**src/rtl/rx_pkg.sv**
```systemverilog
// Shared types and constants for the CRC network link receive path.
package rx_pkg;

    // Receiver FSM states.
    typedef enum logic [2:0] {
        IDLE  = 3'd0,
        START = 3'd1,
        DATA  = 3'd2,
        STOP  = 3'd3,
        DONE  = 3'd4
    } rx_state_t;

    // CRC-16-CCITT: MSB-first, no reflection, no final XOR.
    localparam logic [15:0] CRC_POLY = 16'h1021;
    localparam logic [15:0] CRC_INIT = 16'hFFFF;

    // Field layout of the 136-bit packet (bit 135 is first on the line).
    localparam int SYNC_MSB = 135;
    localparam int SYNC_LSB = 128;
    localparam int MODE_MSB = 127;
    localparam int MODE_LSB = 120;
    localparam int DATA_MSB = 119;
    localparam int DATA_LSB = 16;
    localparam int CRC_MSB  = 15;
    localparam int CRC_LSB  = 0;

    localparam logic [7:0] DEFAULT_SYNC_BYTE = 8'hA5;

endpackage

```
**src/rtl/rx_crc16_serial.sv**
```systemverilog
// Bit-serial CRC-16 engine, one message bit per enabled clock.
// Shared with the transmitter so both ends compute the same checksum.
module rx_crc16_serial
    import rx_pkg::*;
(
    input  logic        clk,
    input  logic        rst_n,
    input  logic        clear,
    input  logic        bit_en,
    input  logic        bit_in,
    output logic [15:0] crc
);

    logic feedback;

    assign feedback = crc[15] ^ bit_in;

    // Shift register with polynomial feedback; clear has priority over a bit.
    always_ff @(posedge clk or negedge rst_n) begin
        if (!rst_n) begin
            crc <= CRC_INIT;
        end else if (clear) begin
            crc <= CRC_INIT;
        end else if (bit_en) begin
            crc <= {crc[14:0], 1'b0} ^ (feedback ? CRC_POLY : 16'h0000);
        end
    end

endmodule

```
**src/rtl/rx_receiver.sv**
```systemverilog
// Serial receive stage: synchronises rx_line, deserialises one framed
// packet, checks sync byte and CRC-16, and presents the packet with a
// one-cycle rx_valid strobe plus error flags held until the next strobe.
// The field index constants in rx_pkg assume PKT_BITS = 136.
module rx_receiver
    import rx_pkg::*;
#(
    parameter int         CLKS_PER_BIT = 50,
    parameter int         PKT_BITS     = 136,
    parameter logic [7:0] SYNC_BYTE    = DEFAULT_SYNC_BYTE
) (
    input  logic                clk,
    input  logic                rst_n,
    input  logic                rx_line,
    output logic [PKT_BITS-1:0] rx_packet,
    output logic                rx_valid,
    output logic                crc_error,
    output logic                sync_error,
    output logic                frame_error,
    output logic                busy
);

    localparam int            TW        = $clog2(CLKS_PER_BIT);
    localparam logic [TW-1:0] HALF      = TW'(CLKS_PER_BIT / 2);
    localparam logic [TW-1:0] LAST_TICK = TW'(CLKS_PER_BIT - 1);
    localparam logic [7:0]    LAST_BIT  = 8'(PKT_BITS - 1);
    // CRC covers everything after the sync byte and before the CRC field.
    localparam logic [7:0]    CRC_FIRST = 8'd8;
    localparam logic [7:0]    CRC_LAST  = 8'(PKT_BITS - 17);

    rx_state_t           state;
    rx_state_t           state_next;
    logic                sync_q1;
    logic                line;
    logic                line_d;
    logic [TW-1:0]       timer;
    logic [7:0]          bit_cnt;
    logic [PKT_BITS-1:0] shreg;
    logic [15:0]         crc_value;
    logic                sample;
    logic                crc_clear;
    logic                crc_en;
    logic                shift_en;
    logic                load_out;

    assign sample = (timer == HALF);
    assign busy   = (state != IDLE);

    // Two-flop synchroniser plus one delayed copy for falling-edge detect.
    // All three idle high so reset never looks like a start bit.
    always_ff @(posedge clk or negedge rst_n) begin
        if (!rst_n) begin
            sync_q1 <= 1'b1;
            line    <= 1'b1;
            line_d  <= 1'b1;
        end else begin
            sync_q1 <= rx_line;
            line    <= sync_q1;
            line_d  <= line;
        end
    end

    // FSM state register.
    always_ff @(posedge clk or negedge rst_n) begin
        if (!rst_n) begin
            state <= IDLE;
        end else begin
            state <= state_next;
        end
    end

    // Next-state and datapath strobes.
    // A stuck-low line after a bad stop bit leaves line_d low, so no new
    // falling edge is seen until the line has gone high again.
    always_comb begin
        state_next = state;
        crc_clear  = 1'b0;
        crc_en     = 1'b0;
        shift_en   = 1'b0;
        load_out   = 1'b0;
        case (state)
            IDLE: begin
                if (line_d && !line) begin
                    state_next = START;
                    crc_clear  = 1'b1;
                end
            end
            START: begin
                if (sample) begin
                    state_next = line ? IDLE : DATA;
                end
            end
            DATA: begin
                if (sample) begin
                    shift_en = 1'b1;
                    crc_en   = (bit_cnt >= CRC_FIRST) && (bit_cnt <= CRC_LAST);
                    if (bit_cnt == LAST_BIT) begin
                        state_next = STOP;
                    end
                end
            end
            STOP: begin
                if (sample) begin
                    load_out   = 1'b1;
                    state_next = DONE;
                end
            end
            DONE: begin
                state_next = IDLE;
            end
            default: begin
                state_next = IDLE;
            end
        endcase
    end

    // Bit timer: held at zero while idle, so the start-bit sample lands
    // mid-bit and free-running wrap keeps every later sample mid-bit too.
    always_ff @(posedge clk or negedge rst_n) begin
        if (!rst_n) begin
            timer <= '0;
        end else if (state == IDLE) begin
            timer <= '0;
        end else if (timer == LAST_TICK) begin
            timer <= '0;
        end else begin
            timer <= timer + 1'b1;
        end
    end

    // Bit index within the payload; only meaningful in DATA.
    always_ff @(posedge clk or negedge rst_n) begin
        if (!rst_n) begin
            bit_cnt <= '0;
        end else if (state != DATA) begin
            bit_cnt <= '0;
        end else if (shift_en) begin
            bit_cnt <= bit_cnt + 1'b1;
        end
    end

    // Deserialiser: first line bit ends up at the MSB.
    always_ff @(posedge clk or negedge rst_n) begin
        if (!rst_n) begin
            shreg <= '0;
        end else if (shift_en) begin
            shreg <= {shreg[PKT_BITS-2:0], line};
        end
    end

    rx_crc16_serial u_crc (
        .clk    (clk),
        .rst_n  (rst_n),
        .clear  (crc_clear),
        .bit_en (crc_en),
        .bit_in (line),
        .crc    (crc_value)
    );

    // Output registers: updated together at the stop-bit sample, so the
    // packet, flags and rx_valid all appear in the DONE cycle.
    always_ff @(posedge clk or negedge rst_n) begin
        if (!rst_n) begin
            rx_valid    <= 1'b0;
            rx_packet   <= '0;
            crc_error   <= 1'b0;
            sync_error  <= 1'b0;
            frame_error <= 1'b0;
        end else begin
            rx_valid <= load_out;
            if (load_out) begin
                rx_packet   <= shreg;
                crc_error   <= (crc_value != shreg[CRC_MSB:CRC_LSB]);
                sync_error  <= (shreg[SYNC_MSB:SYNC_LSB] != SYNC_BYTE);
                frame_error <= ~line;
            end
        end
    end

endmodule

```
**config.mk**
```make
export PLATFORM = sky130hd
export DESIGN_NAME = rx_receiver
export DESIGN_NICKNAME = d
export VERILOG_FILES = /design/src/rtl/rx_pkg.sv /design/src/rtl/rx_crc16_serial.sv /design/src/rtl/rx_receiver.sv
export SDC_FILE = /design/constraint.sdc
export NUM_CORES = 1
export LEC_CHECK = 0
export CAP_MARGIN = 25
export CORE_MARGIN = 3
export CORE_UTILIZATION = 58
export CTS_BUF_LIST = sky130_fd_sc_hd__clkbuf_8
export DETAILED_ROUTE_END_ITERATION = 10
export PLACE_DENSITY = 0.91
export SLEW_MARGIN = 40
export SYNTH_ARGS = -nofsm -noshare
export SYNTH_HDL_FRONTEND = slang
export SYNTH_HIERARCHICAL = 1
export SYNTH_SLANG_ARGS = --single-unit
```
**constraint.sdc**
```tcl
create_clock -name clk -period 2.9 [get_ports clk]
set_input_delay 0.435 -clock clk [delete_from_list [all_inputs] [get_ports clk]]
set_output_delay 0.435 -clock clk [all_outputs]
set_load 0.05 [all_outputs]
```
Yosys cells after proc, flatten, opt, wreduce, memory -nomap -nowiden --
Index checks and enable logic that the tools add are counted.
Cells by class: bitwise operators 3, mux-type cells 21, equality and inequality tests 14, reductions and logical operators 8, $add $sub $neg 2, magnitude comparators 2
Operator list (count):
- 16-bit two-way mux | 2
- 8-bit two-way mux | 2
- 16-bit != test | 1
- 16-bit bitwise XOR | 1
- 3-bit two-way mux | 5
- 13-bit two-way mux | 1
- 6-bit two-way mux | 2
- 3-bit one-hot mux with 4 select lines | 1
- 2-bit != test, second input constant | 5
- 8-bit by 1-bit adder with 8-bit output, second input constant | 1
- 8-bit equality test, second input constant | 1
- 8-bit by 4-bit greater-or-equal comparator with 1-bit output, second input constant | 1
- 8-bit by 7-bit <= comparator with 1-bit output, second input constant | 1
- 8-bit != test, second input constant | 1
- 1-bit two-way mux | 7
- 6-bit by 1-bit adder with 6-bit output, second input constant | 1
- 3-bit by 2-bit equality test with 1-bit output, second input constant | 2
- 6-bit by 5-bit equality test with 1-bit output, second input constant | 1
- 6-bit equality test, second input constant | 1
- 5-bit AND reduction | 1
- 2-bit nonzero test | 2
- 3-bit by 1-bit equality test with 1-bit output, second input constant | 1
- 3-bit logical NOT | 1
- 3-bit by 2-bit != test with 1-bit output, second input constant | 1
- other kinds (6) | 7
Word-level totals: bits in registers 312, word-level logic and storage cells 63

Depth between registers and ports, before layout --
depth in word-level cells 6, gate-level depth with buffers 11, depth with buffers taken out 7

Hierarchy --
The synthesis kept the hierarchy.
By module, submodules not included:
- rx_receiver | instances 1, sequential area each 7410.9 um2, area an instance 11553.6 um2, cells each 991
- rx_crc16_serial | instances 1, sequential area each 420.4 um2, area an instance 740.7 um2, cells each 56

Worst setup path after synthesis --
Ideal clock, no wire load.
path kind flip-flop to flip-flop, from reg state[2], to reg u_crc.crc[4], path slack 0.748 ns, arrival time 2.092 ns, clock period less this slack 2.152 ns, cell stages (with the launch flop) 10, library setup time 0.060 ns, data required time 2.840 ns, cells stage by stage dfrtp_1 or3b_1 buf_2 nor3_4 buf_6 buf_6 and3_1 buf_2 buf_2 a211o_1
Between the ends: word-level cells in the longest chain between the ends 3, elaborated cells on any way between the ends 6, those cells by class eq/ne (1); mux (3); reduce/logical (2)
Ends and longest elaborated chain:
- from (decl) | RTL line rx_receiver.sv:31 | rx_state_t state;
- from (signal assigned) | RTL line rx_receiver.sv:68 | state <= state_next;
- 3-bit by 2-bit equality test with 1-bit output | RTL line rx_receiver.sv:81 | case (state)
- 1-bit two-way mux | RTL line rx_receiver.sv:81
- named net crc_en | RTL line rx_receiver.sv:42 | logic crc_en;
- 2-bit nonzero test (no line)
- to (signal assigned) | RTL line rx_crc16_serial.sv:25 | crc <= {crc[14:0], 1'b0} ^ (feedback ? CRC_POLY : 16'h0000);
- to (decl) | RTL line rx_crc16_serial.sv:11 | output logic [15:0] crc
The timed path passes the listed nets, and every way through them passes these cells. A chain may end at the register's enable or synchronous reset.

Worst setup path in the final report --
from reg state[2], to out busy
Between the ends: word-level cells in the longest chain between the ends 1
Ends and longest elaborated chain:
- 3-bit nonzero test | RTL line rx_receiver.sv:47 | assign busy = (state != IDLE);
- to (decl) | RTL line rx_receiver.sv:20 | output logic busy
No other way between the ends.

==> results.yml <==
setup_path:
  end_kind: "output port"
  arrival_ns: 2.22
  r2r.worst_path.cells: 8
  r2r_slack_ns: 0.41
  critPathRequiredTime_ns: 2.47
  path_cells: "or3_1, clkdlybuf4s50_1"
  criticalPathCategory: "reg2out"
  max_stage_delay_ns: 0.78
  start_kind: "register"
  crit_fanout: 5
  crit_slowest_cell: "clkdlybuf4s50_1"
drt:
  routed_wl_um: 24400
  post_drt_wl_per_cell_um: 16.1
  wl_met1_um: 10000
  vias_per_cell: 5.30
  met3WireLength_um: 897
  dr.first_iter.drc_count: 484
  drc_errors: 0
  dr.max_layer_used: "met4"
  firstDrtPassIters: 5
  wl_met2_um: 12700
  vias: 8021
  antenna_left: 0
finish:
  layout_commonest_cell: "nand2_1"
  final_cells: 1514
  area.sequential_um2: 7830
  final_area_um2: 14900
  final_net_count: 1211
  antenna-diode-count: 0
  area.growth.synth_to_final_pct: 21.1
  mostFrequentLayoutCells: "nand2_1, dfrtp_1, clkdlybuf4s50_1, mux2_1, clkbuf_8"
  n_fill_cell: 1322
  drive_gt1_share_pct: 13.5
  multiInputGateArea_um2: 4020
floorplanning:
  die_area_um2: 23000
  rows: 52
  core_area_um2: 20600
  die_h_um: 152
  die_x_um: 152
  io_pins: 144
  start_util_pct: 59.8
worst_hold_path:
  hold_path.class: "in2reg"
  hold_depth: 1
timing:
  finalCritPeriodShare_pct: 91.7
  fin_worst_skew_ns: 0.0222
  rsz0062_at_grt: "no"
  hold_viol_final: 0
  hold_ws_ns: 0.297
  max_slew_margin_pct: 53.5
  tightest_slew_ns: 0.697
  finalSetupViolCount: 0
  setup_ws_ns: 0.240
  fin_crit_ns: 2.66
  maxSlewViolCount: 0
  fmax_mhz: 376
  setup_tns_ns: 0
yosys:
  synth.distinct_cells: 40
  ys_seq_area_share_pct: 63.7
  ys_ff_latch: 312
  synth_top_area_share_pct: 59.6
  netlist_area_um2: 12300
  synth.area.top_cells: "dfrtp_1, nand2_1, mux2_1"
  ys.warnings.count: 6
  synthesis.nets: 1054
  yosys.area.top_type: "dfrtp_1"
  syn_avg_cell_area_um2: 11.7
  postSynthCellCount: 1047
clocking:
  cts_tree: "done"
  cts_root_buf: "clkbuf_8"
  cts_resized: 0
  cts.sinks: 312
  insertion_delay_ns: 0.55
  cts_setup_buffers: 0
  clkSlewWorstSetupHoldPaths_ns: 0.06
  cts_buffers: 48
  cts_max_path_buffers: 3
  h-tree-depth: 2
grt:
  antenna_found_initial: 0
  grt_pass1_vias: 8297
  grt_max_degree: 144
  grt_pass1_wl_um: 40800
  grtUsageTotal_pct: 21.9
  grt_overflow: 0
placed_design:
  gp_congestion: 0.792
  port_buffers: 143
  placed_cell_area_um2: 13900
  dp_hpwl_um: 15200
  place_ws_ns: 0.453
  place_inst: 1423
job:
  cap_violations: 0
power:
  vdd_drop_max_uv: 305
  leakage_uw: 0.00774
  powerDensity_nw_per_um2: 613
run_status:
  status: "completed"
## path summary, 6_finish.rpt
| check | startpoint | to |
|---|---|---|
| min in group asynchronous | rst_n | rx_packet[126]$_DFFE_PN0P_ |
| min | rx_line | sync_q1$_DFF_PN1_ |
| max | state[2]$_DFFE_PN0P_ | busy |
| max in group asynchronous | rst_n | sync_q1$_DFF_PN1_ |
| min reg2reg | sync_q1$_DFF_PN1_ | line$_DFF_PN1_ |
| max reg2reg | timer[1]$_DFF_PN0_ | rx_packet[105]$_DFFE_PN0P_ |
## power breakdown
| part | leakage [µW] | internal, µW | switching (µW) |
|---|---|---|---|
| logic | 0.00287 | 310 | 377 |
| clock network | 0.000588 | 2040 | 1670 |
| registers | 0.00428 | 4570 | 170 |
| total | 0.00774 | 6920 | 2210 |
## registers in the layout, summed over array words and instances, names as in the netlist, 3 cells and up
name       cells
timer          6
shreg        136
state          3
bit_cnt        8
rx_packet    136
u_crc/crc     16
## metal layers
layer / vias to the layer above / track usage [%]
met1: 4062 / 28.5
met3: 61 / 3.57
met2: 178 / 37.0
met5: - / 0
met4: 0 / 9.12
li1: 3720 / -
## cells by family (layout without fill, tap and decap cells)
logic type | after synthesis | after routing | share of synthesized area (%)
muxes | 137 | 137 | 12.5
AOI/OAI and AO/OA | 28 | 28 | 1.74
adders and majority gates | 4 | 4 | 0.407
xor gates and xnor gates | 29 | 29 | 2.31
DFF | 312 | 312 | 63.7
buffers and inverters | 61 | 258 | 3.66
and+or+nand+nor | 476 | 476 | 15.6
## metrics by stage
stage	utilization [%]	total power, µW
2_1_floorplan	-	5250
3_3_place_gp	67.4	5470
3_5_place_dp	67.4	5500
4_1_cts	72.4	9220
5_1_grt	72.4	9510
6_report	72.4	9130
## timing repair
| action | in CTS | in global routing |
|---|---|---|
| setup endpoints to repair | 0 | 0 |
| hold endpoints to repair | 71 | 0 |
| hold buffers | 1 | 0 |
## area by class of cell
cell class | instances | share of cell area [%]
repair buffers | 161 | 11.2
multi-input cells | 674 | 27.0
flip-flops and latches | 312 | 52.6
inverters | 7 | 0.193
well taps | 270 | 2.27
clock buffers | 63 | 5.82
clock inverters | 27 | 0.975
## synthesized netlist by cell type
master and number:
a211oi_1 1, nand2b_1 1, nor2b_1 16, buf_4 11, inv_1 6, xor2_1 3
and3_1 1, nor2_1 16, a21o_1 1, nor3_4 1, clkbuf_1 9, nand3_1 4
or3b_1 1, ha_1 4, mux2_2 57, nor3_1 2, dfrtp_1 293, o21ai_1 1
nor4_1 6, mux2_1 79, dfstp_2 19, a41o_1 1, nand2_1 414, mux2i_1 1
nor3b_1 2, nand4_1 5, nor4bb_1 2, inv_2 1, buf_6 14, or3_1 2
buf_2 15, or4_1 1, xnor2_1 24, xor3_1 2, a32oi_1 1, buf_8 5
a21oi_1 3, a211o_1 16, nand4b_1 2, o21ai_0 4
## worst max-delay path: cells and delay by family, from the launching register on
| family | cells | cell delay [ns] |
|---|---|---|
| flops | 1 | 0.43 |
| buf+inv | 1 | 0.78 |
| simple gates | 1 | 0.46 |
Power figures use the tool's default switching activity.
